File: src/rtl/ts_pkg.sv
// rtl/ts_pkg.sv - shared constants, FSM state type and header byte helper for the TS packet generator
package ts_pkg;

    localparam logic [7:0] TS_SYNC_BYTE = 8'h47;
    localparam int         TS_PKT_LEN   = 188;
    localparam int         TS_HDR_LEN   = 4;

    // Byte-index values at which the FSM changes phase.
    localparam logic [7:0] TS_LAST_HDR_IDX = 8'(TS_HDR_LEN - 1);
    localparam logic [7:0] TS_LAST_IDX     = 8'(TS_PKT_LEN - 1);

    typedef enum logic [1:0] {
        ST_IDLE    = 2'd0,
        ST_HDR     = 2'd1,
        ST_PAYLOAD = 2'd2,
        ST_GAP     = 2'd3
    } ts_state_e;

    // Header bytes 0..3: sync, {TEI=0,PUSI=1,prio=0,pid_hi}, pid_lo, {scr=00,afc=01,cc}.
    function automatic logic [7:0] ts_hdr_byte(input logic [1:0]  idx,
                                               input logic [12:0] pid,
                                               input logic [3:0]  cc);
        logic [7:0] b;
        case (idx)
            2'd0:    b = TS_SYNC_BYTE;
            2'd1:    b = {3'b010, pid[12:8]};
            2'd2:    b = pid[7:0];
            default: b = {2'b00, 2'b01, cc};
        endcase
        return b;
    endfunction

endpackage

File: src/rtl/ts_cc_ctrl.sv
// rtl/ts_cc_ctrl.sv - continuity counter register with optional one-shot lost-packet injection
//
// Ports:
//   clk          clock
//   rst          synchronous active-high reset
//   advance_i    one-cycle pulse at each completed packet
//   err_inject_i (only with TS_ERR_INJECT_EN) arms a one-shot double advance
//   cc_o         current continuity counter
//
// Build option: TS_ERR_INJECT_EN adds err_inject_i.
module ts_cc_ctrl (
    input  logic       clk,
    input  logic       rst,
    input  logic       advance_i,
`ifdef TS_ERR_INJECT_EN
    input  logic       err_inject_i,
`endif
    output logic [3:0] cc_o
);

    logic [3:0] cc_q, cc_d;

`ifdef TS_ERR_INJECT_EN
    logic armed_q, armed_d;

    always_comb begin
        cc_d    = cc_q;
        armed_d = armed_q;
        if (advance_i) begin
            if (armed_q) begin
                // Skip one value so the sink sees a cc discontinuity.
                cc_d    = cc_q + 4'd2;
                armed_d = 1'b0;
            end else begin
                cc_d = cc_q + 4'd1;
            end
        end
        // Pulses while already armed are dropped.
        if (!armed_q && err_inject_i) begin
            armed_d = 1'b1;
        end
    end

    always_ff @(posedge clk) begin
        if (rst) begin
            cc_q    <= 4'd0;
            armed_q <= 1'b0;
        end else begin
            cc_q    <= cc_d;
            armed_q <= armed_d;
        end
    end
`else
    always_comb begin
        cc_d = cc_q;
        if (advance_i) begin
            cc_d = cc_q + 4'd1;
        end
    end

    always_ff @(posedge clk) begin
        if (rst) begin
            cc_q <= 4'd0;
        end else begin
            cc_q <= cc_d;
        end
    end
`endif

    assign cc_o = cc_q;

endmodule

File: src/rtl/ts_packet_gen.sv
// rtl/ts_packet_gen.sv - MPEG-TS test packet generator (188-byte packets, counting payload)
//
// Ports:
//   clk          clock
//   rst          synchronous active-high reset
//   err_inject   (only with TS_ERR_INJECT_EN) arms one skipped cc value
//   enable       run request, sampled at packet boundaries
//   pid_cfg      PID, latched at packet start
//   gap_cfg      idle cycles between packets, sampled at packet end
//   ready        sink accept
//   valid_out    byte valid
//   sync_out     marks byte 0 (0x47)
//   ts_data_out  TS byte
//   pkt_count    completed packet count
//
// Build option: TS_ERR_INJECT_EN adds the err_inject input.
module ts_packet_gen
    import ts_pkg::*;
#(
    parameter int CNT_WIDTH = 32,
    parameter int GAP_WIDTH = 8
) (
    input  logic                 clk,
    input  logic                 rst,
`ifdef TS_ERR_INJECT_EN
    input  logic                 err_inject,
`endif
    input  logic                 enable,
    input  logic [12:0]          pid_cfg,
    input  logic [GAP_WIDTH-1:0] gap_cfg,
    input  logic                 ready,
    output logic                 valid_out,
    output logic                 sync_out,
    output logic [7:0]           ts_data_out,
    output logic [CNT_WIDTH-1:0] pkt_count
);

    ts_state_e            state_q, state_d;
    logic [7:0]           idx_q, idx_d;
    logic [GAP_WIDTH-1:0] gap_cnt_q, gap_cnt_d;
    logic [12:0]          pid_q, pid_d;
    logic [CNT_WIDTH-1:0] pkt_count_q, pkt_count_d;
    logic                 pkt_end;
    logic                 xfer;
    logic [3:0]           cc;

    ts_cc_ctrl u_cc (
        .clk          (clk),
        .rst          (rst),
        .advance_i    (pkt_end),
`ifdef TS_ERR_INJECT_EN
        .err_inject_i (err_inject),
`endif
        .cc_o         (cc)
    );

    assign valid_out = (state_q == ST_HDR) || (state_q == ST_PAYLOAD);
    assign xfer      = valid_out && ready;

    always_comb begin
        state_d     = state_q;
        idx_d       = idx_q;
        gap_cnt_d   = gap_cnt_q;
        pid_d       = pid_q;
        pkt_count_d = pkt_count_q;
        pkt_end     = 1'b0;

        case (state_q)
            ST_IDLE: begin
                if (enable) begin
                    state_d = ST_HDR;
                    idx_d   = 8'd0;
                    pid_d   = pid_cfg;
                end
            end

            ST_HDR: begin
                if (xfer) begin
                    idx_d = idx_q + 8'd1;
                    if (idx_q == TS_LAST_HDR_IDX) begin
                        state_d = ST_PAYLOAD;
                    end
                end
            end

            ST_PAYLOAD: begin
                if (xfer) begin
                    if (idx_q == TS_LAST_IDX) begin
                        idx_d       = 8'd0;
                        pkt_end     = 1'b1;
                        pkt_count_d = pkt_count_q + CNT_WIDTH'(1);
                        if (gap_cfg != '0) begin
                            state_d   = ST_GAP;
                            gap_cnt_d = gap_cfg;
                        end else if (enable) begin
                            state_d = ST_HDR;
                            pid_d   = pid_cfg;
                        end else begin
                            state_d = ST_IDLE;
                        end
                    end else begin
                        idx_d = idx_q + 8'd1;
                    end
                end
            end

            ST_GAP: begin
                // The counter was loaded with gap_cfg on entry, so leaving when it
                // reads 1 yields exactly gap_cfg idle cycles.
                if (gap_cnt_q <= GAP_WIDTH'(1)) begin
                    gap_cnt_d = '0;
                    if (enable) begin
                        state_d = ST_HDR;
                        pid_d   = pid_cfg;
                    end else begin
                        state_d = ST_IDLE;
                    end
                end else begin
                    gap_cnt_d = gap_cnt_q - GAP_WIDTH'(1);
                end
            end

            default: begin
                state_d = ST_IDLE;
            end
        endcase
    end

    always_ff @(posedge clk) begin
        if (rst) begin
            state_q     <= ST_IDLE;
            idx_q       <= 8'd0;
            gap_cnt_q   <= '0;
            pid_q       <= 13'd0;
            pkt_count_q <= '0;
        end else begin
            state_q     <= state_d;
            idx_q       <= idx_d;
            gap_cnt_q   <= gap_cnt_d;
            pid_q       <= pid_d;
            pkt_count_q <= pkt_count_d;
        end
    end

    // Outputs decode straight from registered state, so they hold while ready=0.
    always_comb begin
        ts_data_out = 8'h00;
        sync_out    = 1'b0;
        case (state_q)
            ST_HDR: begin
                ts_data_out = ts_hdr_byte(idx_q[1:0], pid_q, cc);
                sync_out    = (idx_q == 8'd0);
            end
            ST_PAYLOAD: begin
                ts_data_out = idx_q;
            end
            default: begin
                ts_data_out = 8'h00;
            end
        endcase
    end

    assign pkt_count = pkt_count_q;

endmodule

File: config.mk
export PLATFORM = sky130hd
export DESIGN_NAME = ts_packet_gen
export DESIGN_NICKNAME = d
export VERILOG_FILES = /design/src/rtl/ts_pkg.sv /design/src/rtl/ts_cc_ctrl.sv /design/src/rtl/ts_packet_gen.sv
export SDC_FILE = /design/constraint.sdc
export NUM_CORES = 1
export LEC_CHECK = 0
export BUFFER_PORTS_ARGS = -buffer_cell sky130_fd_sc_hd__buf_2
export CELL_PAD_IN_SITES_DETAIL_PLACEMENT = 1
export CELL_PAD_IN_SITES_GLOBAL_PLACEMENT = 1
export CORE_ASPECT_RATIO = 0.9
export CORE_MARGIN = 2
export CORE_UTILIZATION = 35
export DETAILED_ROUTE_END_ITERATION = 10
export GPL_TIMING_DRIVEN = 0
export PLACE_DENSITY = 0.81
export SYNTH_ARGS = -nofsm -noshare
export SYNTH_HDL_FRONTEND = slang
export SYNTH_SLANG_ARGS = --single-unit
File: constraint.sdc
create_clock -name clk -period 3.25 [get_ports clk]
set_input_delay 0.1625 -clock clk [delete_from_list [all_inputs] [get_ports clk]]
set_output_delay 0.1625 -clock clk [all_outputs]
set_load 0.02 [all_outputs]
==> qor.yml, run 1 <==
pwr:
  ir_worst_vdd_mv: 0.236
  power.share.clock_pct: 36.8
  powerDensity_nw_per_um2: 604
  p_switching_uw: 912
  p_seq_share_pct: 34.9
  combPwrFrac_pct: 28.3
  p_int_mw: 1.76
  swShare_pct: 34.1
  leakage_nw: 1.64
  finalPower_mw: 2.67
die:
  core_um2: 10200
  ios: 67
  die_y_um: 101
  die_x_um: 111
  core.rowCount: 35
  dieArea_um2: 11200
  initial_core_util_pct: 35.7
route:
  drt_wl_total_mm: 11.5
  firstDrtPassIters: 4
  avgRoutedWirePerCell_um: 17.5
  drc: 0
  final_antenna_net_count: 0
  routed_via_density: 5.66
  first_iter_violations: 172
  vias: 3728
setup_path:
  worstReg2RegStart: "idx_q[0]"
  cp.arrival_ps: 3140
  cp_data_required_time_ps: 3510
  critPathLaunchType: "flop"
  worstPathCellList: "ha_1 > nand4bb_4 > or3_1 > buf_2 > or3_1 > buf_2 > or4_1 > a21oi_1"
  max_stage_delay_ps: 500
  endpoint_kind: "flop"
  crit_fanout: 8
  worstRegToRegCells: 8
  r2r_slack_ps: 370
  crit_type: "reg -> reg"
  critPathBufInv: 2
  cpMaxStageDelayCell: "or4_1"
  critPathTopFamily: "simple AND/OR/NAND/NOR gates"
  r2r_end: "pkt_count[29]"
synth:
  synth_top_family_by_area: "simple AND/OR/NAND/NOR gates"
  yosys.area.top_type: "dfxtp_1"
  synth_top_area_share_pct: 36.9
  ys_seq_elements: 67
  synth-async-reset-ratio_pct: 0
  yosysSeqAreaShare_pct: 36.9
  synth-simple-area-share_pct: 28.0
  syn_area_um2: 3630
  synth_compound_area_share_pct: 18.7
  synth_top_flop_cell: "dfxtp_1"
  synthMuxAreaShare_pct: 0.586
  yosys_warnings: 0
  synth_xor_area_share_pct: 7.00
  synthAdderAreaFrac_pct: 4.48
  synthCells: 449
  synthTopCellsByArea: "dfxtp_1 37%, a21oi_1 5.4%, o21ai_0 4.7%, nor2_1 4.5%, ha_1 4.5%"
  synth-edff-count: 0
  syn_nets: 487
  synth_cell_types: 49
  avgSynthCellArea_um2: 8.09
grt:
  overflow: 0
  grt_pass1_wl_mm: 19.0
  grt_pass1_vias: 3782
  antenna_found_initial: 0
  grtUsageTotal_pct: 21.0
  grt_max_degree: 12
cells_and_area:
  fin_area_um2: 4420
  nNetsFinal: 564
  area_delta_synth_final_pct: 21.8
  num-fill-cells: 1324
  post-route-util_pct: 43.5
  antenna_cells: 0
  layout-drive-gt1-share_pct: 17.0
hold_path:
  hp-class: "in -> reg"
  holdCritStartpoint: "pid_cfg[0]"
  min_to: "pid_q[0]"
  min_path_cells: 3
clock_network:
  path_clk_slew_ps: 60
  post_cts_buffers: 0
  htreeDepth: 3
  cts_buffers: 9
  clk_latency_ps: 340
  cts_sinks: 67
  cts_buffer_depth: 2
  cts_tree: "yes"
  cts_root_buffer: "clkbuf_16"
timing:
  final_max_slew_viol_count: 0
  finClkSkew_ps: 11.3
  relSlewSlack_pct: 30.7
  layout_min_cycle_time_ps: 2880
  setup_viol: 0
  fmax_ghz: 0.347
  hold_viol_final: 0
  fin_crit_sh_pct: 88.7
  grt_setup_unrepaired: "false"
  worst_slew_pin_slew_ps: 1030
  tns_ps: 0
placement:
  placed_area_um2: 4120
  io_buffers: 65
  place_congestion: 0.853
  post-dp-hpwl_mm: 8.48
outcome:
  status: "completed"
run:
  maxCapViolCount: 0
[repair_timing]
action                                  4_1_cts  5_1_grt
hold buffers                                  0        0
endpoints found under the setup margin        0        6
resized for setup                             0        1
[Yosys cell counts (all sizes together) (4+ instances only)]
library cell / number
or3: 8
xor2: 16
nor2: 44
o21ai: 34
nand2b: 4
or4: 6
nor3: 6
o31ai: 4
nand4: 16
nand3: 29
and4: 7
a21oi: 39
nand2: 29
inv: 14
dfxtp: 67
and3: 6
nor2b: 11
a22oi: 7
ha: 13
nor4: 14
a221oi: 4
clkbuf: 22
xnor2: 13
[worst min-delay path, cell delays in order]
cell,delay [ps]
buf_2,90
nand3_1,50
a21oi_1,50
[final cells by class]
class	instances	area (um^2)	share of cell area (%)
multi-input cells	343	2140	48.4
clock buffers	11	243	5.49
well taps	129	161	3.65
inverters	14	52.6	1.19
repair buffers	66	330	7.47
plain buffers	25	104	2.35
clock inverters	4	51.3	1.16
flip-flops and latches	67	1340	30.3
[sequential cells by signal, indices dropped and copies added, names as in the netlist]
signal / cells
idx_q: 8
pid_q: 13
state_q: 2
u_cc.cc_o: 4
pkt_count: 32
gap_cnt_q: 8
[logic make-up (layout without fill, tap and decap cells)]
logic type               count (synthesis)  count (layout)
AND/OR/NAND/NOR                        189             189
AO/OA/AOI/OAI                          110             110
adder cells (fa/ha/maj)                 13              13
XOR/XNOR                                29              29
buffers and inverters                   39             120
multiplexers                             2               2
flip-flops                              67              67
[worst max-delay path by stage]
stage	endpoint	start	cells past startpoint	slack, ps
after detailed placement	pkt_count[22]	idx_q[0]	7	210
after floorplan	pkt_count[27]	state_q[0]	9	620
after CTS	pkt_count[30]	idx_q[0]	7	170
after global placement	pkt_count[30]	idx_q[0]	7	320
final	pkt_count[29]	idx_q[0]	8	370
after global routing	pkt_count[27]	state_q[0]	9	190
[stage by stage]
stage / cells / setup slack [ps] / hold slack, ps
after floorplan: 449 / 618 / 310
after global placement: 643 / 322 / 421
after detailed placement: 644 / 206 / 427
after CTS: 659 / 174 / 67.9
after global routing: 659 / 188 / 67.7
final: 659 / 369 / 76.1
[power by group through the flow]
stage	clock network (mW)	logic, mW	registers (mW)
after floorplan	0	0.544	0.930
after global placement	0	0.719	0.946
after detailed placement	0	0.747	0.950
after CTS	1.00	0.752	0.933
after global routing	1.04	0.832	0.944
final	0.984	0.755	0.933
[placed cells by master, fill, tap and decap left out, types with 16 or more instances in the layout]
cell	n
nand3_1	29
a21oi_1	39
clkbuf_1	23
nand2_1	29
dfxtp_1	67
nand4_1	16
buf_2	68
o21ai_0	34
xor2_1	16
nor2_1	44
[layer usage]
| metal | vias up | global-route usage (%) | wire (um) |
|---|---|---|---|
| met1 | 1847 | 26.1 | 5260 |
| met4 | 0 | 5.41 | 126 |
| li1 | 1801 | - | - |
| met3 | 12 | 5.47 | 456 |
| met5 | - | 0 | 0 |
| met2 | 68 | 36.6 | 5660 |
(Power assumes the default switching activity.)
==> run 2, diff against run 1 <==
- CELL_PAD_IN_SITES_DETAIL_PLACEMENT: 1 -> 0
==> qor.yml, run 2 (same netlist as run 1, synthesis figures left out) <==
setup_path:
  cp.arrival_ps: 3080
  crit_type: "reg -> reg"
  worstReg2RegStart: "idx_q[0]"
  r2r_end: "pkt_count[29]"
  endpoint_kind: "flop"
  worstSetupStartpoint: "idx_q[0]"
  cp-endpoint: "pkt_count[29]"
  r2r_slack_ps: 430
  crit_fanout: 8
  critPathLaunchType: "flop"
  cp_data_required_time_ps: 3510
  worstRegToRegCells: 8
placement:
  post-dp-hpwl_mm: 7.32
  placed_area_um2: 4120
  place_congestion: 0.853
  io_buffers: 65
  place_inst: 644
route:
  final_antenna_net_count: 0
  avgRoutedWirePerCell_um: 14.9
  drc: 0
  drt-met1-wl_mm: 4.78
  drt_wl_total_mm: 9.86
  wl_met2_mm: 4.43
  first_iter_violations: 191
  vias: 3646
  wl_met3_um: 489
  top_layer: "met4"
  firstDrtPassIters: 4
  routed_via_density: 5.52
die:
  core_um2: 10200
  ios: 67
  die_x_um: 111
  initial_core_util_pct: 35.7
  dieArea_um2: 11200
  die_y_um: 101
  core.rowCount: 35
grt:
  grt_max_degree: 14
  grtUsageTotal_pct: 17.9
  overflow: 0
  grt_pass1_vias: 3249
  antenna_found_initial: 0
  grt_pass1_wl_mm: 16.3
pwr:
  finalPower_mw: 2.73
  ir_worst_vdd_mv: 0.476
  powerDensity_nw_per_um2: 614
  leakage_nw: 1.66
clock_network:
  cts_tree: "yes"
  hold_buffers: 0
  cts_buffer_depth: 2
  clk_latency_ps: 340
  path_clk_slew_ps: 60
  cts_sinks: 67
  cts_root_buffer: "clkbuf_16"
  htreeDepth: 3
  cts_buffers: 9
timing:
  relSlewSlack_pct: 37.4
  layout_min_cycle_time_ps: 2820
  setup_viol: 0
  tns_ps: 0
  fin_crit_sh_pct: 86.8
  finClkSkew_ps: 11.0
  worst_slew_pin_slew_ps: 930
  fmax_ghz: 0.354
  hold_viol_final: 0
  grt_setup_unrepaired: "false"
  final_max_slew_viol_count: 0
cells_and_area:
  final_cells: 660
  final_common_cell: "buf_2"
  antenna_cells: 0
  layout-drive-gt1-share_pct: 17.1
  fin_area_um2: 4450
  nNetsFinal: 564
  largest_reg_flops: 32
  multi_input_area_um2: 2140
  post-route-util_pct: 43.8
  seqCellArea_um2: 1340
  area_delta_synth_final_pct: 22.7
  layout_common_cells: "68 x buf_2, 67 x dfxtp_1, 44 x nor2_1"
  num-fill-cells: 1059
hold_path:
  hp-class: "in -> reg"
  min_path_cells: 3
outcome:
  status: "completed"
run:
  maxCapViolCount: 0
-- run 2: worst min-delay path by stage --
stage                      startpoint         to  slack (ps)
after detailed placement   pid_cfg[8]   pid_q[8]         420
after global routing      pid_cfg[10]  pid_q[10]          90
final                      pid_cfg[5]   pid_q[5]          80
after CTS                  pid_cfg[8]   pid_q[8]          70
after floorplan            pid_cfg[0]   pid_q[0]         310
after global placement     pid_cfg[8]   pid_q[8]         420
-- run 2: what timing repair did --
action	CTS	global route
setup endpoints to repair	0	3
buffers inserted	0	0
gates resized for setup	0	1
-- run 2: per-stage QoR --
stage               hold slack [ps]  setup WS, ps
floorplan                       310           618
global placement                421           322
detailed placement              423           268
CTS                            74.3           254
global route                   87.6           297
finish                         83.0           427
-- run 2: worst max-delay path, cell delays in order (launching register included) --
cell and delay [ps]:
dfxtp_1 490, ha_1 390, nand4bb_4 170, or3_1 370, buf_2 160, or3_1 360, buf_2 170, or4_1 500
a21oi_1 140
-- run 2: metal layers --
metal | vias up | GRT usage, %
met3 | 13 | 4.21
met1 | 1739 | 24.7
li1 | 1799 | -
met5 | - | 0
met2 | 95 | 27.5
met4 | 0 | 6.17
-- run 2: cell type report --
cell class	count	area share (%)
multi-input cells	343	48.0
flip-flops and latches	67	30.1
repair buffers	66	7.42
clock buffers	10	5.14
well taps	129	3.62
plain buffers	25	2.33
clock inverters	6	2.19
inverters	14	1.18
-- run 2: where the power goes --
part | leakage, nW | switching (mW) | internal [mW]
registers | 0.542 | 0.0535 | 0.877
clock network | 0.159 | 0.387 | 0.683
logic | 0.960 | 0.462 | 0.272
==> run 3, diff against run 2 <==
- CORE_UTILIZATION: 35 -> 41
- PLACE_DENSITY: 0.81 -> 0.91
==> qor.yml, run 3 (same netlist as run 1, synthesis figures left out) <==
grt:
  grt_max_degree: 11
  grt_pass1_wl_mm: 15.3
  antenna_found_initial: 0
  grt_pass1_vias: 3256
  grtUsageTotal_pct: 20.1
  overflow: 0
placement:
  post-dp-hpwl_mm: 7.11
  place_congestion: 0.903
  io_buffers: 65
  placed_area_um2: 4110
  place_inst: 633
die:
  die_y_um: 93.3
  initial_core_util_pct: 42.4
  core.rowCount: 32
  dieArea_um2: 9630
  ios: 67
  die_x_um: 103
  core_um2: 8570
setup_path:
  worstRegToRegCells: 7
  cpMaxStageDelayCell: "nor3_1"
  crit_fanout: 10
  crit_type: "reg -> reg"
  r2r_slack_ps: 330
  endpoint_kind: "flop"
  cp_data_required_time_ps: 3520
  cp.arrival_ps: 3190
  worstPathCellList: "ha_1 > nand4bb_4 > nor3_1 > nand4_1 > clkbuf_1 > or3_1 > a21oi_1"
  critPathLaunchType: "flop"
  max_stage_delay_ps: 820
cells_and_area:
  layout-drive-gt1-share_pct: 16.7
  final_cells: 647
  largest_reg_flops: 32
  num-fill-cells: 884
  area_delta_synth_final_pct: 19.2
  antenna_cells: 0
  layout_common_cells: "67 x buf_2, 67 x dfxtp_1, 44 x nor2_1"
  nNetsFinal: 563
  fin_area_um2: 4330
timing:
  fmax_ghz: 0.343
  setup_viol: 0
  finClkSkew_ps: 10.6
  grt_setup_unrepaired: "false"
  layout_min_cycle_time_ps: 2920
  hold_viol_final: 0
  final_max_slew_viol_count: 0
  worst_slew_pin_slew_ps: 982
  relSlewSlack_pct: 34.1
  fin_crit_sh_pct: 89.8
  tns_ps: 0
hold_path:
  hp-class: "in -> reg"
  min_path_cells: 3
route:
  drc: 0
  first_iter_violations: 204
  final_antenna_net_count: 0
  routed_via_density: 5.53
  avgRoutedWirePerCell_um: 14.6
  drt_wl_total_mm: 9.43
  firstDrtPassIters: 4
  vias: 3577
pwr:
  powerDensity_nw_per_um2: 562
  finalPower_mw: 2.43
  leakage_nw: 1.61
  ir_worst_vdd_mv: 0.251
run:
  maxCapViolCount: 0
clock_network:
  cts_root_buffer: "clkbuf_8"
  cts_buffer_depth: 2
  path_clk_slew_ps: 70
  post_cts_buffers: 0
  cts_buffers: 9
  htreeDepth: 3
  clk_latency_ps: 340
  cts_resized: 0
  hold_buffers: 0
  cts_sinks: 67
  cts_tree: "yes"
outcome:
  status: "completed"
run 3: layout make-up:
class | count | area (um^2) | share of cell area [%]
plain buffers | 25 | 104 | 2.40
clock buffers | 12 | 155 | 3.59
flip-flops and latches | 67 | 1340 | 31.0
inverters | 14 | 52.6 | 1.21
repair buffers | 65 | 325 | 7.52
clock inverters | 2 | 60.1 | 1.39
multi-input cells | 343 | 2140 | 49.5
well taps | 119 | 149 | 3.44
run 3: worst max-delay path, delay by kind of cell, from the launching register on:
| family | cells | cell delay, ps |
|---|---|---|
| AND/OR/NAND/NOR | 4 | 1620 |
| flip-flops | 1 | 470 |
| adder cells (fa/ha/maj) | 1 | 380 |
| buffers and inverters | 1 | 240 |
| AO/OA/AOI/OAI | 1 | 140 |
run 3: final timing paths:
check / start / endpoint
max reg2reg: idx_q[0] / pkt_count[26]
min reg2reg: pid_q[8] / pid_q[8]
max: idx_q[0] / pkt_count[26]
min: pid_cfg[12] / pid_q[12]
run 3: power by group:
group | switching [mW] | internal [mW]
combinational | 0.464 | 0.271
sequential | 0.0525 | 0.876
clock | 0.300 | 0.466
total | 0.816 | 1.61
run 3: metrics by stage:
step           util, %  hold slack (ps)  worst slack [ps]
2_1_floorplan        -              310               618
3_3_place_gp      47.9              418               385
3_5_place_dp      47.9              423               366
4_1_cts           50.4             59.5               357
5_1_grt           50.5             64.4              98.0
6_report          50.5             69.6               331
run 3: metal layers:
metal / routed length [um] / part of all wire [%] / global-route usage, %
met1: 4500 / 48 / 28.1
met2: 4400 / 47 / 30.6
met3: 391 / 4.1 / 4.19
met4: 137 / 1.5 / 7.24
met5: 0 / 0 / 0
